$ cat src/rtl/wb_arbiter_rr2.sv
// rtl/wb_arbiter_rr2.sv - two-master round-robin arbiter for a pipelined Wishbone slave port
//
// Shares one Wishbone B4 pipelined slave port between masters m0 and m1.
// The grant is held for a whole bus cycle (cyc high).
// Accepted-but-unacked requests are counted and capped at MAX_OUTST.
// The slave-side data path is purely combinational from the master inputs and the grant state.
//
// Ports:
//   clk, rst_n                         clock, asynchronous active-low reset
//   mN_cyc/stb/we/adr/dat_w (N=0,1)    master request inputs
//   mN_stall/ack/dat_r                 master response outputs
//   s_cyc/stb/we/adr/dat_w             slave request outputs
//   s_stall/ack/dat_r                  slave response inputs

module wb_arbiter_rr2 #(
  parameter int ADR_WIDTH = 16,
  parameter int DAT_WIDTH = 16,
  parameter int MAX_OUTST = 4
) (
  input  logic                 clk,
  input  logic                 rst_n,
  input  logic                 m0_cyc,
  input  logic                 m0_stb,
  input  logic                 m0_we,
  input  logic [ADR_WIDTH-1:0] m0_adr,
  input  logic [DAT_WIDTH-1:0] m0_dat_w,
  output logic                 m0_stall,
  output logic                 m0_ack,
  output logic [DAT_WIDTH-1:0] m0_dat_r,
  input  logic                 m1_cyc,
  input  logic                 m1_stb,
  input  logic                 m1_we,
  input  logic [ADR_WIDTH-1:0] m1_adr,
  input  logic [DAT_WIDTH-1:0] m1_dat_w,
  output logic                 m1_stall,
  output logic                 m1_ack,
  output logic [DAT_WIDTH-1:0] m1_dat_r,
  output logic                 s_cyc,
  output logic                 s_stb,
  output logic                 s_we,
  output logic [ADR_WIDTH-1:0] s_adr,
  output logic [DAT_WIDTH-1:0] s_dat_w,
  input  logic                 s_stall,
  input  logic                 s_ack,
  input  logic [DAT_WIDTH-1:0] s_dat_r
);

  localparam int CW = $clog2(MAX_OUTST + 1);
  localparam logic [CW-1:0] OUTST_MAX = CW'(MAX_OUTST);

  typedef enum logic [1:0] {IDLE, GNT0, GNT1} state_t;

  state_t        state, state_nxt;
  logic          last, last_nxt;
  logic [CW-1:0] outst, outst_nxt;

  logic                 cap;
  logic                 own_cyc, own_stb, own_we, own_stall;
  logic [ADR_WIDTH-1:0] own_adr;
  logic [DAT_WIDTH-1:0] own_dat;
  logic                 acc, ack_ok;

  always_ff @(posedge clk or negedge rst_n) begin
    if (!rst_n) begin
      state <= IDLE;
      last  <= 1'b1;
      outst <= '0;
    end else begin
      state <= state_nxt;
      last  <= last_nxt;
      outst <= outst_nxt;
    end
  end

  assign cap     = (outst == OUTST_MAX);
  assign own_cyc = (state == GNT1) ? m1_cyc   : m0_cyc;
  assign own_stb = (state == GNT1) ? m1_stb   : m0_stb;
  assign own_we  = (state == GNT1) ? m1_we    : m0_we;
  assign own_adr = (state == GNT1) ? m1_adr   : m0_adr;
  assign own_dat = (state == GNT1) ? m1_dat_w : m0_dat_w;

  // Read data is fanned out to both masters; only the owner sees ack.
  assign m0_dat_r = s_dat_r;
  assign m1_dat_r = s_dat_r;

  always_comb begin
    state_nxt = state;
    last_nxt  = last;
    outst_nxt = outst;
    s_cyc     = 1'b0;
    s_stb     = 1'b0;
    s_we      = 1'b0;
    s_adr     = '0;
    s_dat_w   = '0;
    own_stall = 1'b1;
    acc       = 1'b0;
    ack_ok    = 1'b0;

    if (state != IDLE) begin
      s_cyc     = own_cyc;
      // No new request is offered while the outstanding counter is full.
      s_stb     = own_cyc & own_stb & ~cap;
      s_we      = own_we;
      s_adr     = own_adr;
      s_dat_w   = own_dat;
      own_stall = s_stall | cap;
      acc       = s_stb & ~s_stall;
      // An ack with nothing outstanding is a leftover from an aborted cycle.
      ack_ok    = s_ack & (outst != '0);
    end

    m0_stall = (state == GNT0) ? own_stall : 1'b1;
    m1_stall = (state == GNT1) ? own_stall : 1'b1;
    m0_ack   = (state == GNT0) & ack_ok;
    m1_ack   = (state == GNT1) & ack_ok;

    case (state)
      IDLE: begin
        outst_nxt = '0;
        // last only moves on a real tie, so a lone requester does not steal the next tie.
        if (m0_cyc && m1_cyc) begin
          state_nxt = last ? GNT0 : GNT1;
          last_nxt  = last ? 1'b0 : 1'b1;
        end else if (m0_cyc) begin
          state_nxt = GNT0;
        end else if (m1_cyc) begin
          state_nxt = GNT1;
        end
      end
      GNT0, GNT1: begin
        if (!own_cyc) begin
          // Dropping cyc aborts the cycle; pending acks are discarded.
          state_nxt = IDLE;
          outst_nxt = '0;
        end else begin
          case ({acc, ack_ok})
            2'b10:   outst_nxt = outst + CW'(1);
            2'b01:   outst_nxt = outst - CW'(1);
            default: outst_nxt = outst;
          endcase
        end
      end
      default: state_nxt = IDLE;
    endcase
  end

endmodule

$ cat config.mk
export PLATFORM = sky130hd
export DESIGN_NAME = wb_arbiter_rr2
export DESIGN_NICKNAME = d
export VERILOG_FILES = /design/src/rtl/wb_arbiter_rr2.sv
export SDC_FILE = /design/constraint.sdc
export NUM_CORES = 1
export LEC_CHECK = 0
export CORE_MARGIN = 2
export CORE_UTILIZATION = 25
export CTS_BUF_LIST = sky130_fd_sc_hd__clkbuf_2 sky130_fd_sc_hd__clkbuf_4 sky130_fd_sc_hd__clkbuf_8
export DETAILED_ROUTE_END_ITERATION = 10
export GPL_TIMING_DRIVEN = 0
export HOLD_SLACK_MARGIN = 0.08
export PLACE_DENSITY_LB_ADDON = 0.2
export SYNTH_ARGS = -nofsm -noshare
export SYNTH_HDL_FRONTEND = slang
export SYNTH_SLANG_ARGS = --single-unit
$ cat constraint.sdc
create_clock -name clk -period 3.4 [get_ports clk]
set_clock_uncertainty 0.05 [all_clocks]
set_input_delay 0.51 -clock clk [delete_from_list [all_inputs] [get_ports clk]]
set_output_delay 0.51 -clock clk [all_outputs]
set_load 0.1 [all_outputs]
; ---- After elaboration in Yosys (flattened, before gate mapping)
; Index checks and enable logic that the tools add are counted.
[op_classes]
addsub = 2
eq_ne = 8
n_mux = 25
bitwise = 9
n_reduce_logical = 9
[op_table]
columns = operator, count
row1 = $mux W16, 4
row2 = $mux W1, 12
row3 = $pmux W3 S2, 2
row4 = $mux W2, 5
row5 = $ne A4 B4 Y1 const B, 2
row6 = $and A1 B1 Y1, 6
row7 = $reduce_and A2 Y1, 3
row8 = $eq A2 B1 Y1 const B, 2
row9 = $eq A2 B2 Y1 const B, 2
row10 = $pmux W2 S2, 1
row11 = $reduce_bool A2 Y1, 2
row12 = $add A3 B1 Y3 const B, 1
row13 = $eq A3 B3 Y1 const B, 1
row14 = $mux W3, 1
row15 = $reduce_bool A3 Y1, 1
row16 = $sub A3 B1 Y3 const B, 1
row17 = $logic_not A2 Y1, 1
row18 = $ne A2 B2 Y1 const B, 1
row19 = $not A1 Y1, 2
row20 = $reduce_or A2 Y1, 1
row21 = $logic_and A1 B1 Y1, 1
row22 = $or A1 B1 Y1, 1
[totals]
reg_bits = 6
in_bits = 90
output_inout_bits = 71
elab_cells = 56

; ---- Longest topological paths before layout
; Gate-level depths: netlist of the first run.
[depth]
ltp_word = 10
ltp_mapped = 13
depth_no_buf = 12

; ---- Least setup slack after synthesis of the first run
; No wires, ideal clock.
[synth_timing]
path_kind = reg-to-output
start = register state[0]
end = output port s_stb
arrival_time_ps = 5605
required_ps = 2840
setup_slack_ps = -2765
stages_incl_launch_ff = 6
n_path_buf = 1
cell_sequence = dfrtp_1 -> inv_1 -> ha_1 -> buf_2 -> mux2i_1 -> a2111oi_0
[synth_between]
elab_chain_cells = 5
word_cells_on_any_way = 7
classes_between = eq/ne: 1 / mux: 3 / bitwise: 2 / reduce/logical: 1
[synth_lines]
columns = item, line_no
row1 = "start, declared", 53  ; state_t state, state_nxt;
row2 = "start signal, assigned", 69  ; state <= state_nxt;
row3 = $eq A2 B2 Y1, "76, 77"
row4 = $mux W1 (on tied branches), "76, 77"
row5 = $and A1 B1 Y1 (2 in a row), 102  ; s_stb = own_cyc & own_stb & ~cap;
row6 = $mux W1 (*), 99  ; if (state != IDLE) begin
row7 = "end, declared", 39  ; output logic s_stb,
; Mark *: on every way between the ends. The rest lies on a longest branch, timed or not.

; ---- Worst setup path in the final report of the first run
[layout_timing]
start = register state[1]
end = output port s_adr[1]
[layout_between]
elab_chain_cells = 3
word_cells_on_any_way = 4
classes_between = eq/ne: 1 / mux: 2 / reduce/logical: 1
[layout_lines]
columns = item, line_no
row1 = $eq A2 B2 Y1, 79  ; assign own_adr = (state == GNT1) ? m1_adr : m0_adr;
row2 = $mux W16, 79
row3 = $mux W16 (*), 99
row4 = "end, declared", 41  ; output logic [ADR_WIDTH-1:0] s_adr,
; Marked as above.

==> results of run 1 <==
-- what timing repair did --
item	in CTS	in global routing
endpoints found under the setup margin	25	23
gates resized for setup	25	11
hold buffers	0	0
endpoints found under the hold margin	0	0
-- cell usage after synthesis (2+ instances only) --
| library cell | n | area share [%] |
|---|---|---|
| a21oi_1 | 4 | 1.6 |
| and2_1 | 2 | 0.99 |
| buf_2 | 4 | 1.6 |
| buf_4 | 32 | 19 |
| clkbuf_1 | 4 | 1.2 |
| dfrtp_1 | 5 | 10 |
| ha_1 | 6 | 6.0 |
| inv_1 | 8 | 2.4 |
| mux2i_1 | 36 | 29 |
| nand2_1 | 5 | 1.5 |
| nand3_1 | 2 | 0.80 |
| nor2_1 | 36 | 11 |
| o21ai_0 | 4 | 1.6 |
| xnor2_1 | 2 | 1.4 |
-- state kept, by name, indices dropped and copies added (netlist names) --
name	cells
state	2
last	1
outst	3
-- per-layer routing --
layer	share of wire, %	wire, um	vias up
li1	-	-	818
met1	36	1810	730
met2	53	2690	81
met3	10	522	7
met4	1.5	74	0
met5	0	0	-
-- how the worst min path moves through the flow --
stage                                     from              endpoint  slack, ns  depth (start not counted)
after floorplan                          rst_n  outst[0]$_DFFE_PN0P_       0.16                          0
after global placement        last$_DFFE_PN1P_      last$_DFFE_PN1P_       0.44                          1
after detailed placement      last$_DFFE_PN1P_      last$_DFFE_PN1P_       0.44                          1
after CTS                 outst[0]$_DFFE_PN0P_  outst[0]$_DFFE_PN0P_       0.45                          1
after global routing          last$_DFFE_PN1P_      last$_DFFE_PN1P_       0.46                          1
final                     outst[0]$_DFFE_PN0P_  outst[0]$_DFFE_PN0P_       0.45                          1
-- logic make-up after synthesis --
kind of cell    Yosys count  synth area share (%)
xor+xnor                  2                  1.39
flops                     6                  12.0
compound gates           14                  6.97
simple gates             53                  19.1
buf+inv                  48                  24.3
mux                      36                  28.7
fa+ha+maj                 7                  7.56
-- critical path: stages (launching register included) --
cell	delay, ns
dfrtp_1	0.46
inv_1	0.12
ha_1	0.27
clkbuf_1	0.27
nor2_1	0.16
clkdlybuf4s50_1	1.16
-- power by group --
part	internal [W]	switching (W)	total, W
registers	0.0000949	0.0000236	0.000118
logic	0.000603	0.00205	0.00265
clock network	0.0000890	0.0000360	0.000125
-- final cells by class --
cell class / count / area (um2) / area share [%]
tap: 67 / 83.8 / 2.95
clock buffer: 4 / 48.8 / 1.72
timing repair buffer: 144 / 1430 / 50.4
sequential: 6 / 151 / 5.33
buffer: 40 / 277 / 9.73
multi-input combinational: 112 / 820 / 28.8
inverter: 8 / 30.0 / 1.06
-- metrics by stage --
stage / setup TNS (ns) / power [W] / instances / hold WS (ns) / setup WS, ns
5_1_grt: 0 / 0.00301 / 381 / 0.459 / 0.0560
3_5_place_dp: 0 / 0.00287 / 377 / 0.445 / 0.0120
2_1_floorplan: 0 / 0.00225 / 166 / 0.164 / 0.393
6_report: 0 / 0.00289 / 381 / 0.446 / 0.185
4_1_cts: 0 / 0.00291 / 381 / 0.453 / 0.00197
3_3_place_gp: -0.00437 / 0.00287 / 377 / 0.439 / -0.00437
==> impl_metrics.yaml, run 1 <==
status:
  status: "finished, final reports clean"
global_routing:
  use_met3_pct: 6.16
  grtUsageMet2_pct: 31.2
  grt_max_degree: 11
  grt_use_total_pct: 17.4
  antenna_found_initial: 0
  grt_overflow: 0
  grt_pass1_vias: 1619
  grt.met1_usage_pct: 19.1
  grt.busiest_layer: "met2"
  grt_pass1_wl_um: 7590
route:
  ant_nets: 0
  drt_iter0_markers: 71
  wire_per_inst_um: 13.4
  drcViolationCount: 0
  dr_total_vias: 1636
  wl_um: 5100
  viasPerCell: 4.29
  drt_pass1_iterations: 4
synthesis:
  synth-edff-count: 0
  ys_types: 30
  ys_seq_area_share_pct: 12.0
  ys_ff_latch: 6
  ys.flop_type: "dfrtp_1"
  synthCells: 166
  async_reset_ff_share_pct: 100
  synth_nets: 263
  yosysWarnings: 0
  syn_avg_cell_area_um2: 7.58
  syn_area_mm2: 0.00126
min_path:
  hold_path_class: "flip-flop to flip-flop"
sta:
  hold_viol_final: 0
  slew_headroom_pct: 33.2
  slew_viol_final: 0
  worst_pin_slew_ns: 1.01
  fmax_ghz: 0.311
  period_share_pct: 94.6
  setup_violations: 0
  post-route-min-period_ns: 3.22
  grt_setup_unrepaired: "false"
place:
  gp_congestion: 0.838
  place_hpwl_um: 4410
  place.port_buffers: 144
  dpl_cell_area_mm2: 0.00280
worst_setup_path:
  crit_end: "s_adr[1]"
  path_max_fanout: 10
  cp.required_ns: 2.84
  r2r_slack_ns: 0.28
  cp.arrival_ns: 2.66
  endpoint_kind: "output port"
  r2r.worst_path.cells: 12
  critical_path.startpoint_type: "flip-flop"
  rr_endpoint: "outst[2]$_DFFE_PN0P_"
  path_class: "flip-flop to output port"
  critPathLaunch: "state[1]$_DFFE_PN0P_"
  r2r_start: "state[0]$_DFFE_PN0P_"
floorplanning:
  start_util_pct: 26.3
  die_w_um: 74.9
  ios: 161
  fp.dieH_um: 74.9
  core_area_mm2: 0.00479
  dieArea_mm2: 0.00561
  fp-row-count: 25
clock_network:
  clkTransAtPathRegs_ns: 0.04
  cts_tree: "done"
  cts_setup_buffers: 0
  cts_buffers: 3
  root_buffer: "clkbuf_8"
  clkLatencyLatePin_ns: 0.23
  cts_max_level: 1
  cts_max_path_buffers: 2
  clkSinkCount: 6
finish:
  drive_above_1_share_pct: 14.6
  final_util_pct: 59.4
  fin_area_mm2: 0.00284
  final_cell_mix: "clkdlybuf4s50_1, nor2_1, mux2i_1"
  nets: 412
  fillers: 438
  diodes: 0
  area_growth_pct: 126
  final_common_cell: "clkdlybuf4s50_1"
job:
  drv_cap: 0
pwr:
  power_density_mw_per_mm2: 1020
  peakVddDrop_uv: 612
  cellLeakagePower_nw: 1.38
Note: power is estimated with default switching activity, not from simulation.
==> run 2, diff against run 1 <==
- CORE_MARGIN: 2 -> unset
- SLEW_MARGIN: unset -> 30
==> impl_metrics.yaml, run 2 (synthesized netlist as in run 1, its figures left out) <==
status:
  status: "finished, final reports clean"
route:
  wl_um: 5030
  drt_pass1_iterations: 4
  wl_met3_um: 452
  wl_met1_um: 1870
  drcViolationCount: 0
  wire_per_inst_um: 13.2
  dr_total_vias: 1627
  met2_length_um: 2650
  viasPerCell: 4.27
  drt_iter0_markers: 57
  ant_nets: 0
  top_layer_used: "met4"
finish:
  fin_area_mm2: 0.00284
  area_growth_pct: 126
  final_common_cell: "clkdlybuf4s50_1"
  nets: 412
  reg_top3: "outst (3), state (2), last (1)"
  drive_above_1_share_pct: 14.6
  diodes: 0
  largest_register: "outst"
  largest_register_ffs: 3
  final_cell_mix: "clkdlybuf4s50_1, nor2_1, mux2i_1"
  final_util_pct: 59.3
  fillers: 464
worst_setup_path:
  crit_path_top_delay_cell: "dlygate4sd2_1"
  cp.buffers_inverters: 4
  path_cells: "inv_1 -> ha_1 -> clkbuf_2 -> clkbuf_1 -> nor2_1 -> dlygate4sd2_1"
  endpoint_kind: "output port"
  path_max_fanout: 10
  cp.required_ns: 2.84
  r2r_slack_ns: 0.30
  critical_path.startpoint_type: "flip-flop"
  cp_slowest_stage_delay_ns: 0.89
  path_class: "flip-flop to output port"
  cp_top_family: "buffers and inverters"
  cp.arrival_ns: 2.66
clock_network:
  cts_buffers: 3
  clkLatencyLatePin_ns: 0.23
  root_buffer: "clkbuf_8"
  cts_max_level: 1
  cts_max_path_buffers: 2
  hold_buffers: 0
  clkTransAtPathRegs_ns: 0.04
  cts_tree: "done"
  clkSinkCount: 6
pwr:
  peakVddDrop_uv: 567
  p_total_w: 0.00289
  switchingPower_w: 0.00211
  cellLeakagePower_nw: 1.37
  p_int_w: 0.000784
  power_frac_seq_pct: 4.1
  power_density_mw_per_mm2: 1020
  comb_power_share_pct: 91.7
  power_frac_clock_pct: 4.2
  p_sw_share_pct: 72.9
sta:
  post-route-min-period_ns: 3.22
  setup_violations: 0
  grt_setup_unrepaired: "false"
  worst_pin_slew_ns: 0.999
  slew_headroom_pct: 33.2
  fmax_ghz: 0.311
  slew_viol_final: 0
  period_share_pct: 94.6
  hold_slack_ns: 0.457
  hold_viol_final: 0
min_path:
  hold_path_class: "flip-flop to flip-flop"
floorplanning:
  die_w_um: 72.9
  dieArea_mm2: 0.00532
  ios: 161
  start_util_pct: 26.3
  core_area_mm2: 0.00479
  fp.dieH_um: 72.9
  fp-row-count: 25
global_routing:
  grt_use_total_pct: 17.7
  grt_max_degree: 11
  grt_pass1_wl_um: 7360
  grt_overflow: 0
  grt_pass1_vias: 1568
  antenna_found_initial: 0
place:
  place_hpwl_um: 4310
  dpl_cell_area_mm2: 0.00280
  place.port_buffers: 144
  gp_congestion: 0.869
job:
  drv_cap: 0
## run 2: timing repair
action	CTS	global route
pin swaps	0	0
buffers inserted	0	0
endpoints found under the setup margin	26	21
gates resized for setup	26	10
## run 2: layout make-up
type	count	area, um2	area share [%]
multi-input combinational	112	820	28.9
timing repair buffer	144	1430	50.3
sequential	6	151	5.33
tap	67	83.8	2.95
buffer	40	277	9.74
clock buffer	4	48.8	1.72
inverter	8	30.0	1.06
## run 2: final timing paths
| check | endpoint | cells after the start | from |
|---|---|---|---|
| worst max-delay path | s_dat_w[0] | 6 | state[1]$_DFFE_PN0P_ |
| worst min-delay path | last$_DFFE_PN1P_ | 1 | last$_DFFE_PN1P_ |
| worst max register to register | outst[2]$_DFFE_PN0P_ | 12 | state[0]$_DFFE_PN0P_ |
| worst min register to register | last$_DFFE_PN1P_ | 1 | last$_DFFE_PN1P_ |
| max in group asynchronous | last$_DFFE_PN1P_ | 1 | rst_n |
| min in group asynchronous | outst[0]$_DFFE_PN0P_ | 1 | rst_n |
## run 2: worst reg2reg max path, stage by stage (launching register included)
cell,delay (ns)
dfrtp_1,0.39
inv_1,0.13
ha_1,0.24
mux2i_1,0.50
nor2_1,0.10
nand2_1,0.08
ha_1,0.18
inv_1,0.06
fa_1,0.37
xnor2_1,0.13
or2b_2,0.31
or4_1,0.39
o21ai_0,0.08
## run 2: per-stage QoR
stage | cells | setup TNS, ns | setup slack (ns)
2_1_floorplan | 166 | 0 | 0.393
6_report | 381 | 0 | 0.184
3_5_place_dp | 377 | -0.0502 | -0.0184
4_1_cts | 381 | 0 | 0.00832
5_1_grt | 381 | 0 | 0.0372
3_3_place_gp | 377 | -0.0672 | -0.0229
## run 2: per-layer routing
metal	track usage, %	up-vias
li1	-	818
met1	20.2	731
met2	31.8	72
met3	5.52	6
met4	5.01	0
met5	0	-
## run 2: power groups by stage
stage	Clock, W	Sequential, W	Combinational [W]
floorplan	0	0.000111	0.00214
detailed placement	0	0.000117	0.00276
global route	0.000129	0.000119	0.00276
global placement	0	0.000118	0.00275
CTS	0.000124	0.000117	0.00267
finish	0.000123	0.000118	0.00265
==> run 3, diff against run 2 <==
- RECOVER_POWER: unset -> 50
==> impl_metrics.yaml, run 3 (synthesized netlist as in run 1, its figures left out) <==
finish:
  largest_register: "outst"
  area_growth_pct: 126
  final_cell_mix: "clkdlybuf4s50_1, nor2_1, mux2i_1"
  diodes: 0
  drive_above_1_share_pct: 14.3
  nets: 412
  reg_top3: "outst (3), state (2), last (1)"
  final_common_cell: "clkdlybuf4s50_1"
  largest_register_ffs: 3
floorplanning:
  start_util_pct: 26.3
  die_w_um: 72.9
  core_area_mm2: 0.00479
  dieArea_mm2: 0.00532
  fp-row-count: 25
  ios: 161
  fp.dieH_um: 72.9
sta:
  grt_setup_unrepaired: "false"
  worst_pin_slew_ns: 1.00
  period_share_pct: 94.6
  hold_viol_final: 0
  layout_setup_ws_ns: 0.185
  slew_headroom_pct: 32.9
  hold_slack_ns: 0.457
  setup_violations: 0
  fmax_ghz: 0.311
  post-route-min-period_ns: 3.21
  slew_viol_final: 0
pwr:
  switchingPower_w: 0.00211
  p_int_w: 0.000775
  power_density_mw_per_mm2: 1020
  cellLeakagePower_nw: 1.38
  comb_power_share_pct: 91.7
  power_frac_clock_pct: 4.3
  p_sw_share_pct: 73.1
  power_frac_seq_pct: 4.1
  peakVddDrop_uv: 567
global_routing:
  grt_use_total_pct: 17.7
  grt_max_degree: 11
  grt_overflow: 0
  grt_pass1_wl_um: 7360
  antenna_found_initial: 0
  grt_pass1_vias: 1568
clock_network:
  hold_buffers: 0
  cts_buffers: 3
  cts_tree: "done"
  clkLatencyLatePin_ns: 0.23
  clkSinkCount: 6
  clkTransAtPathRegs_ns: 0.04
  cts_max_level: 1
  root_buffer: "clkbuf_8"
  cts_max_path_buffers: 2
worst_setup_path:
  cp.arrival_ns: 2.65
  path_class: "flip-flop to output port"
  critical_path.startpoint_type: "flip-flop"
  endpoint_kind: "output port"
  cp.required_ns: 2.84
  path_max_fanout: 10
status:
  status: "finished, final reports clean"
place:
  place_hpwl_um: 4310
  dp_slack_ns: -0.0184
  place.port_buffers: 144
  gp_congestion: 0.869
route:
  ant_nets: 0
  dr_total_vias: 1630
  drt_iter0_markers: 58
  drcViolationCount: 0
  wl_um: 5010
  viasPerCell: 4.28
  wire_per_inst_um: 13.1
  drt_pass1_iterations: 4
min_path:
  hold_path_class: "flip-flop to flip-flop"
job:
  drv_cap: 0
-- run 3: cell count changes in the layout (fill, tap and decap cells not counted), sizes merged --
cell	delta
clkdlybuf4s50	-33
dlygate4sd3	+33
-- run 3: final timing paths --
path / startpoint / depth (start not counted) / end / slack, ns
max: state[1]$_DFFE_PN0P_ / 6 / s_dat_w[0] / 0.19
min: last$_DFFE_PN1P_ / 1 / last$_DFFE_PN1P_ / 0.46
max reg2reg: state[0]$_DFFE_PN0P_ / 12 / outst[2]$_DFFE_PN0P_ / 0.30
min reg2reg: last$_DFFE_PN1P_ / 1 / last$_DFFE_PN1P_ / 0.46
max in group asynchronous: rst_n / 1 / last$_DFFE_PN1P_ / 2.47
min in group asynchronous: rst_n / 1 / outst[0]$_DFFE_PN0P_ / 0.55
-- run 3: cell type report --
cell class | count | area, um2
Fill cell | 464 | 1950
Timing Repair Buffer | 144 | 1430
Multi-Input combinational cell | 112 | 818
Buffer | 40 | 277
Sequential cell | 6 | 151
Tap cell | 67 | 83.8
Clock buffer | 4 | 48.8
Inverter | 8 | 30.0
-- run 3: power groups by stage --
stage	registers, W	clock network (W)	logic, W
after global placement	0.000118	0	0.00275
after global routing	0.000119	0.000129	0.00275
after CTS	0.000117	0.000124	0.00267
final	0.000118	0.000123	0.00264
after floorplan	0.000111	0	0.00214
after detailed placement	0.000117	0	0.00276
-- run 3: worst max-delay path: stages, from the launching register on --
cell           delay, ns
dfrtp_1             0.44
inv_1               0.12
ha_1                0.28
clkbuf_2            0.26
clkbuf_1            0.28
nor2_1              0.15
dlygate4sd2_1       0.89
-- run 3: per-stage QoR --
step	utilization [%]	TNS, ns	std cells	cell area [um2]	power, W
finish	59.3	0	381	2840	0.00288
global route	59.3	0	381	2840	0.00300
CTS	58.9	0	381	2820	0.00291
detailed placement	58.5	-0.0502	377	2800	0.00288
global placement	58.5	-0.0672	377	2800	0.00287
floorplan	-	0	166	1280	0.00225
-- run 3: what timing repair did --
| action | in CTS | in global routing |
|---|---|---|
| pin swaps | 0 | 0 |
| gates resized for setup | 26 | 10 |
| setup buffers | 0 | 0 |
| setup endpoints to repair | 26 | 21 |
-- run 3: layer usage --
metal | GRT usage (%) | vias up | wire [um]
li1 | - | 818 | -
met1 | 20.2 | 734 | 1840
met2 | 31.8 | 72 | 2650
met3 | 5.52 | 6 | 456
met4 | 5.01 | 0 | 63
met5 | 0 | - | 0
